--- config.mk ---
export PLATFORM = sky130hd
export DESIGN_NAME = sd_spi_host_flat
export DESIGN_NICKNAME = d
export VERILOG_FILES = /design/src/rtl/sd_spi_host_if.sv /design/src/rtl/sd_spi_host.sv /design/src/flat_wrapper.sv
export SDC_FILE = /design/constraint.sdc
export NUM_CORES = 1
export LEC_CHECK = 0
export ABC_AREA = 1
export ABC_CLOCK_PERIOD_IN_PS = 2200
export BUFFER_PORTS_ARGS = -buffer_cell sky130_fd_sc_hd__buf_2
export CAP_MARGIN = 20
export CORE_MARGIN = 10
export CORE_UTILIZATION = 45
export DETAILED_ROUTE_END_ITERATION = 6
export MAX_ROUTING_LAYER = met4
export PLACE_DENSITY = 0.76
export SYNTH_ARGS = -nofsm -noshare
export SYNTH_HDL_FRONTEND = slang
export SYNTH_SLANG_ARGS = --single-unit
--- constraint.sdc ---
create_clock -name clk -period 2.2 [get_ports clk]
set_clock_uncertainty 0.1 [all_clocks]
set_input_delay 0.22 -clock clk [delete_from_list [all_inputs] [get_ports clk]]
set_output_delay 0.22 -clock clk [all_outputs]
set_load 0.05 [all_outputs]
--- src/rtl/sd_spi_host_if.sv ---
// Bridge-side request/response handshake of the SD SPI host engine.
// The bridge drives the master modport; sd_spi_host uses the slave modport.
interface sd_spi_host_if;
    logic        in_valid;
    logic        direction;
    logic [15:0] addr;
    logic [63:0] data_in;
    logic        busy;
    logic        out_valid;
    logic [63:0] data_out;
    logic        err;

    modport master (
        output in_valid, direction, addr, data_in,
        input  busy, out_valid, data_out, err
    );

    modport slave (
        input  in_valid, direction, addr, data_in,
        output busy, out_valid, data_out, err
    );
endinterface

--- src/rtl/sd_spi_host.sv ---
// SPI-mode SD host: single-block CMD17 read / CMD24 write with serial CRC16.
// Optional watchdog on the card wait states is enabled by defining SD_HOST_TIMEOUT_EN.
module sd_spi_host #(
    parameter int UNIT = 8
) (
    input  logic         clk,
    input  logic         rst,
    sd_spi_host_if.slave bus,
    input  logic         MISO,
    output logic         MOSI
);
    typedef enum logic [3:0] {
        IDLE, CMD, WAIT_R1, R1_BITS, WAIT_TOK, RD_DATA, RD_CRC,
        WR_GAP, WR_TOK, WR_DATA, WR_CRC, WAIT_DR, DR_BITS, WAIT_BUSY, DONE
    } state_t;

    localparam logic [7:0] TOKEN    = 8'hFE;
    localparam logic [7:0] GAP_LAST = 8'(UNIT - 1);

    function automatic logic [15:0] crc16_step(input logic [15:0] c, input logic b);
        logic fb;
        // NOTE: blocking assignments are correct here; function locals are combinational temporaries.
        fb = c[15] ^ b;
        return {c[14:0], 1'b0} ^ (fb ? 16'h1021 : 16'h0000);
    endfunction

    function automatic logic [47:0] make_frame(input logic wr, input logic [15:0] a);
        logic [39:0] head;
        logic [6:0]  crc;
        logic        fb;
        head = {2'b01, (wr ? 6'd24 : 6'd17), 16'h0000, a};
        crc  = '0;
        for (int i = 39; i >= 0; i--) begin
            fb  = crc[6] ^ head[i];
            crc = {crc[5:0], 1'b0} ^ (fb ? 7'h09 : 7'h00);
        end
        return {head, crc, 1'b1};
    endfunction

    state_t      state;
    logic [7:0]  cnt;
    logic        dir_q;
    logic [47:0] cmd_sr;
    logic [63:0] data_sr;
    logic [15:0] crc;
    logic [14:0] rx_sr;
    logic        resp_bad;
    logic        busy_q;
    logic        out_valid_q;
    logic [63:0] data_out_q;
    logic        err_q;
    logic [47:0] frame;
    logic        timeout;

    assign frame         = make_frame(bus.direction, bus.addr);
    assign bus.busy      = busy_q;
    assign bus.out_valid = out_valid_q;
    assign bus.data_out  = data_out_q;
    assign bus.err       = err_q;

`ifdef SD_HOST_TIMEOUT_EN
    localparam logic [9:0] WDOG_LAST = 10'(64 * UNIT - 1);
    logic [9:0] wdog;
    logic       in_wait;

    // Wait states only ever exit to non-wait states, so clearing outside them clears on every change.
    assign in_wait = (state == WAIT_R1) || (state == WAIT_TOK) ||
                     (state == WAIT_DR) || (state == WAIT_BUSY);
    assign timeout = in_wait && (wdog == WDOG_LAST);

    always_ff @(posedge clk) begin
        if (rst || !in_wait) wdog <= '0;
        else                 wdog <= wdog + 10'd1;
    end
`else
    assign timeout = 1'b0;
`endif

    always_ff @(posedge clk) begin
        if (rst) begin
            state       <= IDLE;
            MOSI        <= 1'b1;
            busy_q      <= 1'b0;
            out_valid_q <= 1'b0;
            data_out_q  <= '0;
            err_q       <= 1'b0;
            cnt         <= '0;
            dir_q       <= 1'b0;
            cmd_sr      <= '0;
            data_sr     <= '0;
            crc         <= '0;
            rx_sr       <= '0;
            resp_bad    <= 1'b0;
        end else if (timeout) begin
            state       <= DONE;
            MOSI        <= 1'b1;
            out_valid_q <= 1'b1;
            err_q       <= 1'b1;
            data_out_q  <= '0;
        end else begin
            case (state)
                IDLE: if (bus.in_valid) begin
                    state   <= CMD;
                    busy_q  <= 1'b1;
                    dir_q   <= bus.direction;
                    data_sr <= bus.data_in;
                    crc     <= '0;
                    cnt     <= '0;
                    MOSI    <= frame[47];
                    cmd_sr  <= {frame[46:0], 1'b1};
                end
                CMD: if (cnt == 8'd47) begin
                    MOSI  <= 1'b1;
                    cnt   <= '0;
                    state <= WAIT_R1;
                end else begin
                    MOSI   <= cmd_sr[47];
                    cmd_sr <= {cmd_sr[46:0], 1'b1};
                    cnt    <= cnt + 8'd1;
                end
                WAIT_R1: if (!MISO) begin
                    cnt   <= 8'd1;
                    state <= R1_BITS;
                end
                R1_BITS: if (cnt == 8'd7) begin
                    cnt   <= '0;
                    state <= dir_q ? WR_GAP : WAIT_TOK;
                end else begin
                    cnt <= cnt + 8'd1;
                end
                WAIT_TOK: if (!MISO) begin
                    cnt   <= '0;
                    state <= RD_DATA;
                end
                RD_DATA: begin
                    data_sr <= {data_sr[62:0], MISO};
                    crc     <= crc16_step(crc, MISO);
                    if (cnt == 8'd63) begin
                        cnt   <= '0;
                        state <= RD_CRC;
                    end else begin
                        cnt <= cnt + 8'd1;
                    end
                end
                RD_CRC: begin
                    rx_sr <= {rx_sr[13:0], MISO};
                    if (cnt == 8'd15) begin
                        out_valid_q <= 1'b1;
                        err_q       <= ({rx_sr, MISO} != crc);
                        data_out_q  <= data_sr;
                        state       <= DONE;
                    end else begin
                        cnt <= cnt + 8'd1;
                    end
                end
                WR_GAP: if (cnt == GAP_LAST) begin
                    MOSI   <= TOKEN[7];
                    cmd_sr <= {TOKEN[6:0], {41{1'b1}}};
                    cnt    <= '0;
                    state  <= WR_TOK;
                end else begin
                    cnt <= cnt + 8'd1;
                end
                // Each data bit enters the CRC on the edge that puts it on MOSI.
                WR_TOK: if (cnt == 8'd7) begin
                    MOSI    <= data_sr[63];
                    crc     <= crc16_step(crc, data_sr[63]);
                    data_sr <= {data_sr[62:0], 1'b0};
                    cnt     <= 8'd1;
                    state   <= WR_DATA;
                end else begin
                    MOSI   <= cmd_sr[47];
                    cmd_sr <= {cmd_sr[46:0], 1'b1};
                    cnt    <= cnt + 8'd1;
                end
                WR_DATA: if (cnt == 8'd64) begin
                    MOSI  <= crc[15];
                    crc   <= {crc[14:0], 1'b0};
                    cnt   <= 8'd1;
                    state <= WR_CRC;
                end else begin
                    MOSI    <= data_sr[63];
                    crc     <= crc16_step(crc, data_sr[63]);
                    data_sr <= {data_sr[62:0], 1'b0};
                    cnt     <= cnt + 8'd1;
                end
                WR_CRC: if (cnt == 8'd16) begin
                    MOSI  <= 1'b1;
                    cnt   <= '0;
                    state <= WAIT_DR;
                end else begin
                    MOSI <= crc[15];
                    crc  <= {crc[14:0], 1'b0};
                    cnt  <= cnt + 8'd1;
                end
                WAIT_DR: if (!MISO) begin
                    rx_sr <= '0;
                    cnt   <= 8'd1;
                    state <= DR_BITS;
                end
                DR_BITS: begin
                    rx_sr <= {rx_sr[13:0], MISO};
                    if (cnt == 8'd7) begin
                        resp_bad <= ({rx_sr[3:0], MISO} != 5'b00101);
                        cnt      <= '0;
                        state    <= WAIT_BUSY;
                    end else begin
                        cnt <= cnt + 8'd1;
                    end
                end
                WAIT_BUSY: if (MISO) begin
                    out_valid_q <= 1'b1;
                    err_q       <= resp_bad;
                    data_out_q  <= '0;
                    state       <= DONE;
                end
                DONE: begin
                    out_valid_q <= 1'b0;
                    err_q       <= 1'b0;
                    data_out_q  <= '0;
                    busy_q      <= 1'b0;
                    state       <= IDLE;
                end
                default: state <= IDLE;
            endcase
        end
    end
endmodule

--- src/flat_wrapper.sv ---
// flat-port wrapper written by rule: the top's interface ports become plain ports
module sd_spi_host_flat 
#(
    parameter int UNIT = 8
)
  (clk, rst, MISO, MOSI, bus_in_valid, bus_direction, bus_addr, bus_data_in, bus_busy, bus_out_valid, bus_data_out, bus_err);
  sd_spi_host_if bus_i ();
  input  logic clk;
  input  logic rst;
  input  logic MISO;
  output logic MOSI;
  input wire logic [$bits(bus_i.in_valid)-1:0] bus_in_valid;
  input wire logic [$bits(bus_i.direction)-1:0] bus_direction;
  input wire logic [$bits(bus_i.addr)-1:0] bus_addr;
  input wire logic [$bits(bus_i.data_in)-1:0] bus_data_in;
  output wire logic [$bits(bus_i.busy)-1:0] bus_busy;
  output wire logic [$bits(bus_i.out_valid)-1:0] bus_out_valid;
  output wire logic [$bits(bus_i.data_out)-1:0] bus_data_out;
  output wire logic [$bits(bus_i.err)-1:0] bus_err;
  assign bus_i.in_valid = bus_in_valid;
  assign bus_i.direction = bus_direction;
  assign bus_i.addr = bus_addr;
  assign bus_i.data_in = bus_data_in;
  assign bus_busy = bus_i.busy;
  assign bus_out_valid = bus_i.out_valid;
  assign bus_data_out = bus_i.data_out;
  assign bus_err = bus_i.err;
  sd_spi_host #(.UNIT(UNIT)) u_core (.clk(clk), .rst(rst), .bus(bus_i), .MISO(MISO), .MOSI(MOSI));
endmodule
==> results of run 1 <==
## registers in the layout (all words and copies together), names as in the netlist
signal	cells
u_core.rx_sr	15
u_core.bus.out_valid	1
u_core.state	4
u_core.cnt	8
u_core.crc	16
u_core.resp_bad	1
u_core.bus.err	1
u_core.bus.busy	1
u_core.MOSI	1
u_core.data_sr	64
u_core.dir_q	1
u_core.cmd_sr	48
u_core.bus.data_out	64
## logic make-up (layout without fill, tap and decap cells)
kind of cell	Yosys count	after routing	share of synthesized area
compound gates	366	366	0.179
xor+xnor	25	25	0.0207
fa+ha+maj	2	2	0.00237
buf+inv	195	376	0.0805
flops	225	225	0.426
simple gates	741	742	0.291
## worst reg2reg max path, stage by stage (launching register included)
cell and delay [ns]:
dfxtp_1 0.42, inv_2 0.07, nand2_1 0.16, inv_1 0.06, nand2_1 0.10, inv_2 0.09, nor2_4 0.20, nand2_1 0.11
inv_1 0.13, buf_12 0.16, a22oi_1 0.08, o21ai_0 0.19, a21oi_1 0.06
## worst max-delay path by stage
stage and end:
2_1_floorplan u_core.crc[11], 3_3_place_gp u_core.state[2], 3_5_place_dp u_core.state[0], 4_1_cts u_core.state[0], 5_1_grt u_core.cmd_sr[17], 6_report u_core.cmd_sr[17]
## layer usage
metal,global-route usage,wire length (microns)
met1,0.255,13900
met2,0.299,14000
met3,0.0325,1890
met4,0.0571,692
met5,-,0
## layout make-up
cell class | count | area share
Timing Repair Buffer | 239 | 0.131
Clock buffer | 35 | 0.0539
Clock inverter | 7 | 0.00623
Sequential cell | 225 | 0.345
Multi-Input combinational cell | 1135 | 0.406
Inverter | 95 | 0.0277
Tap cell | 319 | 0.0306
## cell usage in the layout (no fill, tap or decap), types with 4 or more instances in the layout
cell | Yosys | layout
or2_2 | 6 | 6
a22oi_1 | 14 | 14
nor2_1 | 157 | 152
inv_2 | 16 | 15
buf_12 | 0 | 12
nand2_1 | 400 | 396
o22ai_1 | 4 | 4
buf_4 | 11 | 40
nor3_1 | 14 | 14
o21ai_0 | 62 | 62
nor2_4 | 2 | 4
nor2_2 | 5 | 8
clkbuf_1 | 50 | 6
xor2_1 | 14 | 14
a21oi_1 | 263 | 263
clkbuf_16 | 0 | 28
o21ai_1 | 16 | 13
dlygate4sd3_1 | 0 | 31
buf_2 | 32 | 151
dfxtp_1 | 225 | 222
xnor2_1 | 11 | 11
inv_1 | 77 | 76
nand4_1 | 8 | 8
clkbuf_8 | 0 | 4
nand3_1 | 138 | 136
nand2_2 | 5 | 9
## cells in the mapped netlist (8+ instances only)
master      n  area [sq um]
dfxtp_1   225          4500
nand3_1   138           691
clkbuf_1   50           188
buf_4      11          82.6
inv_1      77           289
xnor2_1    11          96.3
nand4_1     8          50.1
xor2_1     14           123
buf_2      32           160
inv_2      16          60.1
a22oi_1    14           105
o21ai_1    16          80.1
nand2_1   400          1500
a21oi_1   263          1320
nor2_1    157           589
nor3_1     14          70.1
o21ai_0    62           310
## through the flow
stage          power, mW  std cells   util
2_1_floorplan       8.87       1554      -
3_3_place_gp        9.98       1978  0.508
3_5_place_dp        10.1       1978  0.508
4_1_cts             14.1       2051  0.555
5_1_grt             15.3       2055  0.561
6_report            14.4       2055  0.561
## timing repair
action                     4_1_cts  5_1_grt
hold endpoints to repair        32        0
pin swaps                        0        1
gates resized for setup          1       22
gates cloned                     0        4
setup endpoints to repair        1      135
hold buffers                    31        0
## report_power, final
group          leakage, nW  internal, mW  switching (mW)
Sequential            1.84          4.91           0.517
Combinational         3.57          1.94            3.06
Clock                0.384          2.35            1.65
Total                 5.80          9.20            5.22
==> reports/results.tsv, run 1 <==
stage	metric	value	unit
outcome	status	finished, violations left	
outcome	failing checks	negative hold slack	
worst_setup_path	r2r startpoint	u_core.state[2]	
synth	Post-Syn Area	10600	sq um
finish	Layout fillers	2189	
sta	final hold violations	1	
worst_hold_path	hold path endpoint	u_core.data_sr[16]	
finish	multi-input logic area	5290	sq um
global_route	first-pass GRT wire length	49.3	mm
power_and_ir_drop	Leakage Power	5.80	nW
floorplan	# IOs	153	
routing	final wirelength	30.5	mm
sta	RSZ-0062 raised after global routing	false	
floorplan	row count	56	
power_and_ir_drop	P per Cell Area	1110	nW/um^2
floorplan	Starting Density	0.454	
worst_setup_path	crit path cell chain	inv_2 -> nand2_1 -> inv_1 -> nand2_1 -> inv_2 -> nor2_4 -> nand2_1 -> inv_1 -> buf_12 -> a22oi_1 -> o21ai_0 -> a21oi_1	
sta	Hold Slack	-0.00520	ns
worst_setup_path	CP Launch Type	flop	
synth	Avg Inst Size Synth	6.80	sq um
placed_design	Post-Place Worst Slack	0.00423	ns
floorplan	die area	30000	sq um
finish	Final Cell Area	13100	sq um
synth	Post-synth EDFFs	0	
clocking	clock root buffer	clkbuf_16	
finish	ant diodes	0	
worst_setup_path	Required @ worst endpoint	2.50	ns
worst_setup_path	Max Fanout on Critical Path	20	
global_route	total track usage	0.193	
clocking	Clock Latency Late Sink	0.53	ns
clocking	htree depth	1	
global_route	GR Overflow Total	0	
synth	sequential share of the synthesized area	0.426	
finish	FF/Latch Area	4510	sq um
worst_setup_path	Worst R2R End	u_core.cmd_sr[17]	
synth	Mapped Cells	1554	
clocking	Max clock buf depth	3	
sta	Final Cycle Share	0.925	
floorplan	chip width	173	microns
worst_hold_path	hold path depth	5	
floorplan	Core ar.	23300	sq um
placed_design	HPWL Detailed	19.9	mm
placed_design	Placed Area	11800	sq um
floorplan	die extent in y	173	microns
worst_setup_path	Crit Path Class	reg -> reg	
synth	Most used DFF post-synth	dfxtp_1	
routing	Iter 0 DRT Violations	964	
sta	Slew Limit Fails	0	
placed_design	IO buf count	152	
routing	TritonRoute pass-1 iters	5	
synth	total nets after synthesis	1641	
clocking	CTS tree	yes	
worst_hold_path	hold path start	bus_data_in[16]	
global_route	pin count of the biggest net entering global routing	170	
clocking	clock sink count	225	
worst_setup_path	critical path buffer and inverter count	5	
sta	Worst Tran Pin Value	0.802	ns
routing	vias per inst	5.30	
worst_setup_path	most used cell, CP	nand2_1	
sta	total negative slack	0	ns
finish	# nets final	1808	
routing	vias	10900	
routing	routed len/inst	14.8	microns
worst_setup_path	critical path's largest stage delay	0.42	ns
finish	layout cells sized above 1	0.173	
sta	post-route minimum period	2.03	ns
clocking	Clk pin slew, worst setup/hold paths	0.06	ns
worst_setup_path	CP Capture Type	flop	
sta	Slew Limit Headroom	0.465	
global_route	vias in the first global route	10100	
routing	Post-route DRC	0	
worst_setup_path	CP max-delay cell	dfxtp_1	
sta	final setup violation count	0	
clocking	setup repair bufs after CTS	0	
sta	Fmax achieved	491	MHz
finish	Area Overhead vs Synth	23.5	%
worst_setup_path	Top delay family on crit path	simple AND/OR/NAND/NOR gates	
worst_setup_path	setup slack, reg-to-reg	0.17	ns
power_and_ir_drop	Max VDD drop	0.658	mV
synth	Synth cell types	37	
routing	post-route antenna net violation count	0	
worst_setup_path	crit path from	u_core.state[2]	
worst_setup_path	worst r2r path cells	12	
worst_setup_path	Stages on worst setup path	12	
worst_setup_path	WP data arrival	2.34	ns
placed_design	GPL Wtd Cong	0.938	
synth	Synth async-reset ratio	0	
worst_hold_path	worst hold path class	in -> reg	
synth	Yosys Warn Count	0	
clocking	CTS Buf Count	25	
sta	setup ws final	0.165	ns
global_route	initial antenna violation count	0	
synth	#FFs+latches synth	225	
job	Max-Cap Viols	0	
No activity file was read; power rests on OpenSTA's default activity.
==> inputs of run 2 (changes only) <==
--- a/config.mk
+++ b/config.mk
@@ -9,7 +9,6 @@
 export ABC_CLOCK_PERIOD_IN_PS = 2200
 export BUFFER_PORTS_ARGS = -buffer_cell sky130_fd_sc_hd__buf_2
 export CAP_MARGIN = 20
-export CORE_MARGIN = 10
 export CORE_UTILIZATION = 45
 export DETAILED_ROUTE_END_ITERATION = 6
 export MAX_ROUTING_LAYER = met4
==> run 2 against run 1 <==
Net effect:
- the flow now finishes without violations
- via count up 2.3%
- combinational power grew 5.2%
- sequential share of layout area shrank 1.1 points
- worst hold slack better by 0.017 ns
- core utilization rose by 3.0 points
- global-route usage grew 5.9 points
- worst setup slack got worse by 0.12 ns
- sequential cell count stayed put
- critical endpoint is now u_core.cnt[2]
- largest cell class unchanged
==> reports/results.tsv, run 2 (synthesis results as in run 1) <==
stage	metric	value	unit	change
sta	Fmax achieved	464	MHz	-5.6%
floorplan	row count	55		-1.8%
floorplan	Core ar.	22800	sq um	-1.8%
routing	vias	11100		+2.3%
clocking	Clk pin slew, worst setup/hold paths	0.06	ns	about the same
floorplan	Starting Density	0.463		+0.00826
worst_hold_path	worst hold path class	in -> reg		
clocking	clock root buffer	clkbuf_16		
finish	Final Cell Area	13500	sq um	+3.5%
worst_setup_path	Crit Path Class	reg -> reg		
power_and_ir_drop	Leakage Power	5.98	nW	+3.1%
sta	final setup violation count	0		unchanged
clocking	Max clock buf depth	3		unchanged
clocking	CTS tree	yes		
global_route	vias in the first global route	10300		+2.7%
sta	post-route minimum period	2.16	ns	+0.120 ns
routing	Post-route DRC	0		unchanged
sta	total negative slack	0	ns	unchanged
power_and_ir_drop	Seq pwr share	0.355		-0.021
global_route	GR Overflow Total	0		unchanged
finish	# nets final	1833		+1.4%
power_and_ir_drop	Sw Share	0.358		-0.00437
job	Max-Cap Viols	0		unchanged
clocking	clock sink count	225		unchanged
placed_design	HPWL Detailed	19.3	mm	-3.1%
finish	ant diodes	0		unchanged
global_route	first-pass GRT wire length	49.3	mm	about the same
worst_setup_path	Required @ worst endpoint	2.52	ns	+0.02 ns
finish	commonest cells after routing, fill and taps aside	nand2_1, a21oi_1, dfxtp_1		
finish	most common cell after layout, fill and taps aside	nand2_1		
sta	Slew Limit Headroom	0.484		+0.0183
sta	Worst Tran Pin Value	0.775	ns	-0.0275 ns
outcome	status	finished clean		
placed_design	Placed Area	11800	sq um	-0.21%
clocking	Clock Latency Late Sink	0.53	ns	about the same
power_and_ir_drop	Comb pwr share	0.342		-0.005
global_route	pin count of the biggest net entering global routing	132		-22%
clocking	htree depth	1		unchanged
finish	fin cells	2076		+1.0%
finish	layout cells sized above 1	0.188		+0.0155
sta	Hold Slack	0.0119	ns	+0.0171 ns
sta	Slew Limit Fails	0		unchanged
sta	Final Cycle Share	0.980		+0.0547
routing	vias per inst	5.37		+1.3%
placed_design	DP Cell Count	1973		-0.25%
worst_setup_path	Max Fanout on Critical Path	6		-70%
routing	final wirelength	31.0	mm	+1.8%
floorplan	die extent in y	155	microns	-10%
finish	Area Overhead vs Synth	27.8	%	
floorplan	chip width	155	microns	-10%
worst_setup_path	WP data arrival	2.48	ns	+0.14 ns
floorplan	# IOs	153		unchanged
power_and_ir_drop	P per Cell Area	1140	nW/um^2	+3.0%
sta	setup ws final	0.0449	ns	-0.120 ns
power_and_ir_drop	Power Total	15.4	mW	+6.6%
sta	final hold violations	0		-1
placed_design	GPL Wtd Cong	0.948		+1.1%
power_and_ir_drop	Sw Pwr	5.50	mW	+5.3%
power_and_ir_drop	Max VDD drop	0.628	mV	-4.5%
floorplan	die area	24100	sq um	-20%
placed_design	Post-Place Worst Slack	0.0152	ns	+0.0110 ns
placed_design	IO buf count	152		unchanged
clocking	CTS Buf Count	25		unchanged
routing	TritonRoute pass-1 iters	5		unchanged
power_and_ir_drop	Clk pwr share	0.303		+0.026
routing	Iter 0 DRT Violations	850		-12%
worst_setup_path	CP Capture Type	flop		
global_route	total track usage	0.252		+0.0591
worst_setup_path	CP Launch Type	flop		
global_route	initial antenna violation count	0		unchanged
finish	Core Util, Final	0.591		+0.0303
power_and_ir_drop	Internal	9.87	mW	+7.3%
routing	post-route antenna net violation count	0		unchanged
routing	routed len/inst	14.9	microns	+0.78%
## run 2: cell types whose count changed in the layout (fill, tap and decap cells not counted), moves of 3 or more
cell | previous run | this run
nor2_4 | 4 | 7
nor2_1 | 152 | 148
buf_4 | 40 | 47
nand2_2 | 9 | 13
o21ai_1 | 13 | 16
clkbuf_1 | 6 | 1
dlygate4sd3_1 | 31 | 47
nand2_1 | 396 | 391
clkinvlp_4 | 1 | 5
bufinv_16 | 1 | 6
## run 2: layout make-up
| class | instances | area [sq um] |
|---|---|---|
| multi-input cells | 1135 | 5390 |
| well taps | 313 | 392 |
| clock buffers | 29 | 671 |
| inverters | 95 | 364 |
| clock inverters | 15 | 253 |
| fillers | 2051 | 9340 |
| repair buffers | 264 | 1920 |
| flip-flops and latches | 225 | 4510 |
## run 2: power by group through the flow
stage / combinational (mW) / sequential (mW) / clock (mW)
6_report: 5.26 / 5.45 / 4.66
5_1_grt: 5.87 / 5.54 / 4.89
4_1_cts: 4.57 / 5.41 / 4.71
3_5_place_dp: 4.47 / 5.49 / 0
3_3_place_gp: 4.38 / 5.46 / 0
2_1_floorplan: 3.45 / 5.42 / 0
## run 2: metal layers
layer | wire length (microns) | vias to the layer above | track usage
li1 | - | 5486 | -
met1 | 13400 | 5153 | 0.324
met2 | 14600 | 423 | 0.399
met3 | 2070 | 77 | 0.0362
met4 | 938 | 0 | 0.104
met5 | 0 | - | -
## run 2: critical path, cell delays in order, from the launching register on
cell	delay (ns)
dfxtp_2	0.34
buf_6	0.13
inv_4	0.06
ha_4	0.12
nand2_2	0.06
nor2_4	0.13
nand4_1	0.21
nand2_1	0.15
nand2_2	0.08
nor2_4	0.22
nand4_1	0.19
nand3b_1	0.17
a21oi_2	0.07
## run 2: repair_timing
item	in CTS	in global routing
hold buffers	47	0
resized for setup	1	53
pin swaps	0	16
gates cloned	0	5
buffers inserted	0	7
hold endpoints to repair	51	0
endpoints found under the setup margin	6	175
## run 2: worst paths after layout
kind | startpoint | end | slack [ns] | cells past startpoint
min reg2reg | u_core.bus.out_valid | u_core.bus.out_valid | 0.35 | 2
min | bus_data_in[30] | u_core.data_sr[30] | 0.01 | 5
max | u_core.cnt[0] | u_core.cnt[2] | 0.04 | 12
max reg2reg | u_core.cnt[0] | u_core.cnt[2] | 0.04 | 12
